### src/rtl/hazard_ctrl.sv
// hazard_ctrl: load-use / taken-branch / data-memory-wait hazard control; outputs are combinational (0-cycle),
// a memory wait holds every upstream stage and bubbles MEM/WB. Define HAZARD_PERF_CNT_EN for stall/flush perf counters.
module hazard_ctrl #(
  parameter int TIMEOUT_CYCLES = 255,
  parameter int CNT_W          = 8
) (
  input  logic       clk,
  input  logic       rst,
  input  logic [4:0] id_rs1_addr,
  input  logic [4:0] id_rs2_addr,
  input  logic       id_rs1_used,
  input  logic       id_rs2_used,
  input  logic       id_is_store,
  input  logic       ex_mem_read,
  input  logic [4:0] ex_rd_addr,
  input  logic       ex_branch_taken,
  input  logic       me_mem_req,
  input  logic       me_mem_ready,
  output logic       pc_stall,
  output logic       if_id_stall,
  output logic       if_id_flush,
  output logic       id_ex_stall,
  output logic       id_ex_flush,
  output logic       ex_me_stall,
  output logic       me_wb_bubble,
  output logic       mem_timeout,
  output logic       mem_wait
`ifdef HAZARD_PERF_CNT_EN
  ,
  output logic [31:0] perf_stall_cnt,
  output logic [31:0] perf_flush_cnt
`endif
);

  typedef enum logic {RUN, MEM_WAIT} state_t;

  localparam logic [CNT_W-1:0] TO_VAL  = CNT_W'(TIMEOUT_CYCLES);
  localparam logic [CNT_W-1:0] CNT_MAX = '1;

  state_t           state, state_nxt;
  logic [CNT_W-1:0] cnt, cnt_nxt;
  logic             timeout_nxt;
  logic             memstall;
  logic             lu;

  assign memstall = me_mem_req & ~me_mem_ready;

  // Stores get rs2 (data) from MEM-stage forwarding, so only their rs1 can cause a load-use stall.
  assign lu = ex_mem_read & (ex_rd_addr != 5'd0) &
              ((id_rs1_used & (id_rs1_addr == ex_rd_addr)) |
               (id_rs2_used & ~id_is_store & (id_rs2_addr == ex_rd_addr)));

  always_ff @(posedge clk) begin
    if (rst) begin
      state       <= RUN;
      cnt         <= '0;
      mem_timeout <= 1'b0;
    end else begin
      state       <= state_nxt;
      cnt         <= cnt_nxt;
      mem_timeout <= timeout_nxt;
    end
  end

  always_comb begin
    state_nxt   = state;
    cnt_nxt     = cnt;
    timeout_nxt = mem_timeout;
    case (state)
      RUN: begin
        cnt_nxt = '0;
        if (memstall) state_nxt = MEM_WAIT;
      end
      MEM_WAIT: begin
        cnt_nxt = (cnt == CNT_MAX) ? cnt : cnt + CNT_W'(1);
        if (me_mem_ready) begin
          state_nxt = RUN;
        end else if ((TIMEOUT_CYCLES != 0) && (cnt_nxt == TO_VAL)) begin
          timeout_nxt = 1'b1;
        end
      end
      default: state_nxt = RUN;
    endcase
  end

  assign mem_wait = (state == MEM_WAIT);

  // Priority: memory wait freezes everything (a frozen taken branch re-resolves later), then branch, then load-use.
  always_comb begin
    pc_stall     = 1'b0;
    if_id_stall  = 1'b0;
    if_id_flush  = 1'b0;
    id_ex_stall  = 1'b0;
    id_ex_flush  = 1'b0;
    ex_me_stall  = 1'b0;
    me_wb_bubble = 1'b0;
    if (!rst) begin
      if (memstall) begin
        pc_stall     = 1'b1;
        if_id_stall  = 1'b1;
        id_ex_stall  = 1'b1;
        ex_me_stall  = 1'b1;
        me_wb_bubble = 1'b1;
      end else if (ex_branch_taken) begin
        if_id_flush = 1'b1;
        id_ex_flush = 1'b1;
      end else if (lu) begin
        pc_stall    = 1'b1;
        if_id_stall = 1'b1;
        id_ex_flush = 1'b1;
      end
    end
  end

`ifdef HAZARD_PERF_CNT_EN
  always_ff @(posedge clk) begin
    if (rst) begin
      perf_stall_cnt <= '0;
      perf_flush_cnt <= '0;
    end else begin
      perf_stall_cnt <= perf_stall_cnt + 32'(pc_stall);
      perf_flush_cnt <= perf_flush_cnt + 32'(if_id_flush | id_ex_flush);
    end
  end
`endif

endmodule

### config.mk
export PLATFORM = sky130hd
export DESIGN_NAME = hazard_ctrl
export DESIGN_NICKNAME = d
export VERILOG_FILES = /design/src/rtl/hazard_ctrl.sv
export SDC_FILE = /design/constraint.sdc
export NUM_CORES = 1
export LEC_CHECK = 0
export CAP_MARGIN = 20
export CORE_UTILIZATION = 44
export DETAILED_ROUTE_END_ITERATION = 10
export PLACE_DENSITY_LB_ADDON = 0.05
export REMOVE_ABC_BUFFERS = 1
export SYNTH_ARGS = -nofsm -noshare
export SYNTH_HDL_FRONTEND = slang
export SYNTH_SLANG_ARGS = --single-unit
export TNS_END_PERCENT = 5
### constraint.sdc
create_clock -name clk -period 5 [get_ports clk]
set_input_delay 1 -clock clk [delete_from_list [all_inputs] [get_ports clk]]
set_output_delay 1 -clock clk [all_outputs]
set_load 0.05 [all_outputs]
Yosys cells after proc, flatten, opt, wreduce, memory -nomap -nowiden
Index checks and enable logic that the tools add are counted.

storage, ports and cells
  bits in registers = 10
  bits of input ports = 24
  output and inout bits = 9
  logic and storage cells = 36

operators by class
  add/sub/neg operators = 1
  eq/ne operators = 4
  multiplexer cells = 16
  bitwise operators = 10
  reduce and logical (&&, ||, !) cells = 2

operator list
  cell                 count
  $eq 8x8->1 const B   2
  $pmux 8 s2           1
  $mux 1               13
  $eq 5x5->1           2
  $add 8x1->8 const B  1
  $mux 8               1
  $and 1x1->1          6
  $reduce_bool 5->1    1
  $not 1->1            3
  $reduce_and 3->1     1
  $pmux 1 s2           1
  $or 1x1->1           1

Depth between registers and ports, before layout
Gate-level depths: netlist of the first run.

  depth in word-level cells = 9
  depth in mapped cells = 6
  mapped depth without buffers = 5

Least setup slack after synthesis of the first run
OpenSTA, ideal clock, no wires.

  path kind = in2out
  from = input port ex_rd_addr[3]
  to = output port pc_stall
  data arrival time = 3.711 ns
  slack = 0.289 ns
  stages = 5
  buffers on the path = 1
  path through = xor2_1 nor4_2 a32oi_1 o41ai_1 buf_4

on the way
  cells in the longest elaborated chain, start to end = 8
  elaborated cells between the ends (all ways) = 12
  those cells by class = eq/ne (2); mux (4); bitwise (5); reduce/logical (1)

RTL lines
  item                            RTL line  text
  from (decl)                     15        input logic [4:0] ex_rd_addr,
  $eq 5x5->1 (on tied branches)   50, 51
  $and 1x1->1 (on tied branches)  50, 51
  $or 1x1->1                      50        ((id_rs1_used & (id_rs1_addr == ex_rd_addr)) |
  $and 1x1->1 *                   49        assign lu = ex_mem_read & (ex_rd_addr != 5'd0) &
  $mux 1 * (4 in series)          -
  to (decl)                       19        output logic pc_stall,

Every way passes the cells marked *; elsewhere a longest branch is shown, timed or not.

Final worst setup path of the first run
  from = input port ex_rd_addr[3]
  to = output port pc_stall

on the way
  cells in the longest elaborated chain, start to end = 8
  elaborated cells between the ends (all ways) = 12
  those cells by class = eq/ne (2); mux (4); bitwise (5); reduce/logical (1)

RTL lines
  item                            RTL line  text
  $eq 5x5->1 (on tied branches)   50, 51
  $and 1x1->1 (on tied branches)  50, 51
  $or 1x1->1                      50
  $and 1x1->1 *                   49
  $mux 1 *                        107       end else if (lu) begin
  $mux 1 *                        104       end else if (ex_branch_taken) begin
  $mux 1 *                        98        if (memstall) begin
  $mux 1 *                        97        if (!rst) begin

Marks and branches as above.

==> results of run 1 <==
power breakdown:
part | internal, mW | switching [mW] | leakage, nW | total, mW
Combinational | 0.0272 | 0.0243 | 0.285 | 0.0515
Clock | 0.0443 | 0.0298 | 0.0210 | 0.0741
Sequential | 0.0804 | 0.000812 | 0.0808 | 0.0812
cells by family after synthesis:
family	synth area share [%]
flops	26.3
xor+xnor	12.7
fa+ha+maj	1.64
mux	4.11
buf+inv	8.06
compound gates	16.6
simple gates	30.6
how the worst max path moves through the flow:
stage | startpoint | to | slack (ns) | cells after the start
2_1_floorplan | ex_rd_addr[3] | if_id_stall | -0.66 | 4
3_3_place_gp | ex_rd_addr[3] | pc_stall | 0.63 | 6
3_5_place_dp | ex_rd_addr[3] | if_id_stall | 0.62 | 6
4_1_cts | ex_rd_addr[3] | if_id_stall | 0.60 | 6
5_1_grt | ex_rd_addr[3] | if_id_stall | 0.47 | 6
6_report | ex_rd_addr[3] | pc_stall | 0.62 | 6
per-stage QoR:
step	setup TNS, ns	cells	hold slack [ns]	area [sq um]	total power [mW]
floorplan	-1.32	89	0.496	714	0.106
global placement	0	137	0.443	1050	0.134
detailed placement	0	137	0.447	1050	0.134
CTS	0	141	0.465	1090	0.207
global route	0	141	0.485	1090	0.215
finish	0	141	0.461	1090	0.207
area by class of cell:
class / instances / area (sq um)
sequential: 10 / 200
inverter: 4 / 15.0
fill: 122 / 468
tap: 16 / 20.0
clock buffer: 4 / 36.3
timing repair buffer: 32 / 320
multi-input combinational: 75 / 499
per-layer routing:
| layer | routed length (um) | vias to the layer above | GRT usage, % |
|---|---|---|---|
| met5 | 0 | - | 0 |
| met4 | 40 | 0 | 13.8 |
| met3 | 179 | 5 | 6.25 |
| met2 | 800 | 49 | 31.0 |
| met1 | 751 | 374 | 25.0 |
| li1 | - | 409 | - |
state kept, by name (all words and copies together) (netlist names):
signal       cells
cnt              8
mem_wait         1
mem_timeout      1
worst max-delay path, stage by stage:
cell and delay (ns):
clkdlybuf4s50_1 0.46, xor2_1 0.19, nor4_2 0.28, a32oi_1 0.16, o41ai_1 0.41, clkdlybuf4s50_1 0.88
cells in the mapped netlist (all sizes together) (2+ instances only):
master  number
and3         3
nor4         2
xor2         9
xnor2        2
buf          7
a211oi       3
inv          4
nor2        10
a32oi        2
o21ai        2
a21oi        2
nor3         6
nand2        7
a31oi        4
nand3        5
nor2b        2
dfxtp       10
o41ai        2
mux2i        2
==> impl_metrics.json, run 1 <==
{
  "status": "finished, final reports clean",
  "wl_um": 1770,
  "drive_gt1_share_pct": 5.60,
  "wl_per_cell_um": 12.6,
  "antenna_cells": 0,
  "die_h_um": 43.6,
  "cts.clk_slew.worst_paths_ns": 0.07,
  "nNetsFinal": 151,
  "holdCritStartpoint": "mem_timeout",
  "grt_pass1_vias": 744,
  "r2r-start": "cnt[0]",
  "cts_setup_buffers": 0,
  "path_class": "in -> out",
  "synth_top_area_share_pct": 26.3,
  "cts_buffer_depth": 2,
  "worst_slew_pin_slew_ns": 0.509,
  "ctsHoldBuffers": 0,
  "placeableCoreArea_sq_um": 1560,
  "hold_violations": 0,
  "maxSlewViolCount": 0,
  "grt_usage_pct": 20.6,
  "ys_seq_area_share_pct": 26.3,
  "maxCapViolations": 0,
  "gr-total-overflow": 0,
  "rsz0062_at_grt": "false",
  "yosys-top-cells-area": "dfxtp_1 (26%), xor2_1 (10%), nor2_1 (4.9%), nand2_1 (3.5%), a31oi_1 (3.3%)",
  "finalCoreUtilization_pct": 70.0,
  "relSlewSlack_pct": 66.0,
  "syn-instance-count": 97,
  "worstSetupEndpointType": "primary output",
  "ant_nets": 0,
  "post_drt_via_cell_ratio": 5.94,
  "avgSynthCellArea_sq_um": 7.84,
  "cts_tree": "yes",
  "grt_max_degree": 13,
  "post_synth_num_cell_types": 35,
  "hold_end": "mem_timeout",
  "skew_ns": 0.00105,
  "r2r_slack_ns": 3.26,
  "synthArstFlopShare_pct": 0,
  "yosys_most_used_dff": "dfxtp_1",
  "dr.pass1.iters": 4,
  "worstPathArrival_ns": 3.38,
  "ioPinCount": 33,
  "antenna_found_initial": 0,
  "synth_area_sq_um": 761,
  "cts_root_buffer": "clkbuf_4",
  "fin_crit_ns": 4.38,
  "die_w_um": 43.6,
  "num_rows": 14,
  "start_kind": "input pin",
  "drc": 0,
  "timing.final.crit_share_pct": 87.6,
  "setup_ws_ns": 0.619,
  "start_util_pct": 48.8,
  "r2r-end": "cnt[1]",
  "required_ns": 4.00,
  "cts_sinks": 10,
  "synth_edf_count": 0,
  "hold_class": "reg -> reg",
  "yosysTopAreaCell": "dfxtp_1",
  "postCtsResizedCells": 0,
  "io_buffers": 32,
  "reg2regPathDepth": 5,
  "place.gp.congestion": 0.890,
  "crit_fanout": 3,
  "dp_slack_ns": 0.617,
  "fp.dieArea_sq_um": 1900,
  "layout_common_cells": "clkdlybuf4s50_1 (32), nor2_1 (10), dfxtp_1 (10)",
  "final_common_cell": "clkdlybuf4s50_1",
  "fmax_ghz": 0.228,
  "vdd_drop_max_v": 0.0000862,
  "area_growth_pct": 43.4,
  "leakagePower_nw": 0.387,
  "setup_viol": 0,
  "insertion_delay_ns": 0.27,
  "power-per-cell-area_nw_per_um2": 190,
  "yosys_warnings": 0,
  "drtIter0Drc": 14,
  "grt_first_pass_wirelength_um": 2930,
  "post-dp-hpwl_um": 1350,
  "cts_buffers": 3,
  "htree_levels": 1,
  "ys_seq_elements": 10,
  "vias": 837,
  "holdPathStages": 2
}
(Power assumes the default switching activity.)
==> run 2: changes to the inputs <==
--- a/config.mk
+++ b/config.mk
@@ -5,8 +5,7 @@
 export SDC_FILE = /design/constraint.sdc
 export NUM_CORES = 1
 export LEC_CHECK = 0
-export CAP_MARGIN = 20
-export CORE_UTILIZATION = 44
+export CORE_UTILIZATION = 41
 export DETAILED_ROUTE_END_ITERATION = 10
 export PLACE_DENSITY_LB_ADDON = 0.05
 export REMOVE_ABC_BUFFERS = 1
==> constraint.sdc (replaced) <==
create_clock -name clk -period 4.65 [get_ports clk]
set_input_delay 0.93 -clock clk [delete_from_list [all_inputs] [get_ports clk]]
set_output_delay 0.93 -clock clk [all_outputs]
set_load 0.05 [all_outputs]
==> impl_metrics.json, run 2 (synthesis results as in run 1) <==
{
  "cts.clk_slew.worst_paths_ns": 0.06,
  "cts_setup_buffers": 0,
  "regArea_sq_um": 200,
  "worst_slew_pin_slew_ns": 0.512,
  "wl_um": 1890,
  "nNetsFinal": 151,
  "post-dp-hpwl_um": 1520,
  "gr-total-overflow": 0,
  "r2r-start": "cnt[0]",
  "final_common_cell": "clkdlybuf4s50_1",
  "power-per-cell-area_nw_per_um2": 185,
  "placeableCoreArea_sq_um": 1730,
  "setup_viol": 0,
  "dpl.cell_count": 146,
  "antenna_found_initial": 0,
  "ctsHoldBuffers": 0,
  "required_ns": 3.72,
  "fp.dieArea_sq_um": 2030,
  "maxCapViolations": 0,
  "grt_pass1_vias": 745,
  "postCtsResizedCells": 0,
  "insertion_delay_ns": 0.26,
  "grt_first_pass_wirelength_um": 3080,
  "area_growth_pct": 43.1,
  "cts_tree": "yes",
  "timing.final.crit_share_pct": 91.3,
  "cts_root_buffer": "clkbuf_4",
  "ioPinCount": 33,
  "setup_ws_ns": 0.405,
  "drtIter0Drc": 13,
  "ant_nets": 0,
  "vdd_drop_max_v": 0.000128,
  "grt_max_degree": 13,
  "start_kind": "input pin",
  "status": "finished, final reports clean",
  "rsz0062_at_grt": "false",
  "cts_buffer_depth": 2,
  "io_buffers": 32,
  "cts_sinks": 10,
  "crit_fanout": 3,
  "worstSetupEndpointType": "primary output",
  "num_rows": 15,
  "htree_levels": 1,
  "cts_buffers": 3,
  "multi_input_area_sq_um": 499,
  "worstPathArrival_ns": 3.32,
  "place.gp.congestion": 0.786,
  "dr.pass1.iters": 4,
  "n_fill_cell": 145,
  "skew_ns": 0.00534,
  "drc": 0,
  "leakagePower_nw": 0.379,
  "layout_common_cells": "clkdlybuf4s50_1 (32), nor2_1 (10), dfxtp_1 (10)",
  "finalCoreUtilization_pct": 63.0,
  "post_drt_via_cell_ratio": 5.52,
  "fin_crit_ns": 4.25,
  "grt_usage_pct": 20.7,
  "wl_per_cell_um": 12.7,
  "maxSlewViolCount": 0,
  "vias": 823,
  "hold_class": "reg -> reg",
  "path_class": "in -> out",
  "largest_reg_flops": 8,
  "crit_start": "ex_rd_addr[3]",
  "start_util_pct": 44.1,
  "hold_violations": 0,
  "fmax_ghz": 0.236,
  "top_register": "cnt",
  "die_w_um": 45.1,
  "antenna_cells": 0,
  "drive_gt1_share_pct": 4.84,
  "hold_ws_ns": 0.462,
  "relSlewSlack_pct": 65.7,
  "holdCritStartpoint": "mem_timeout",
  "layoutNonFillerInstCount": 149,
  "dp_slack_ns": 0.416,
  "die_h_um": 45.1
}
==> run 2: cell count changes in the layout (fill, tap and decap cells not counted), sizes merged <==
cell    previous run  this run
clkbuf             4         3
==> run 2: layout make-up <==
cell class	instances	share of cell area, %
inverter	4	1.38
tap	25	2.87
sequential	10	18.4
timing repair buffer	32	29.4
clock buffer	3	2.07
multi-input combinational	75	45.9
==> run 2: path summary, 6_finish.rpt <==
kind	to	slack [ns]	depth (start not counted)
setup / recovery	if_id_stall	0.40	6
hold reg to reg	mem_timeout	0.46	2
setup reg to reg	cnt[3]	2.90	5
hold / removal	mem_timeout	0.46	2
==> run 2: critical path, cell delays in order <==
cell and delay (ns):
clkdlybuf4s50_1 0.46, xor2_1 0.18, nor4_1 0.31, a32oi_1 0.13, o41ai_1 0.43, clkdlybuf4s50_1 0.88
==> run 2: metal layers <==
layer,up-vias,global-route usage (%),share of wire (%)
met5,-,0,0
met3,2,3.60,4.4
met1,387,26.0,43
met2,28,35.4,52
met4,0,7.27,1.0
li1,406,-,-
==> run 2: stage by stage <==
| stage | setup TNS [ns] | area (sq um) | power (mW) |
|---|---|---|---|
| 2_1_floorplan | -1.74 | 714 | 0.114 |
| 3_3_place_gp | 0 | 1070 | 0.145 |
| 3_5_place_dp | 0 | 1070 | 0.145 |
| 4_1_cts | 0 | 1090 | 0.202 |
| 5_1_grt | 0 | 1090 | 0.213 |
| 6_report | 0 | 1090 | 0.202 |
==> run 2: power breakdown <==
group          leakage (nW)  switching [mW]  internal, mW  total, mW
Clock                0.0138          0.0288        0.0299     0.0587
Combinational         0.285          0.0262        0.0293     0.0555
Sequential           0.0808        0.000923        0.0865     0.0874
Total                 0.379          0.0559         0.146      0.202
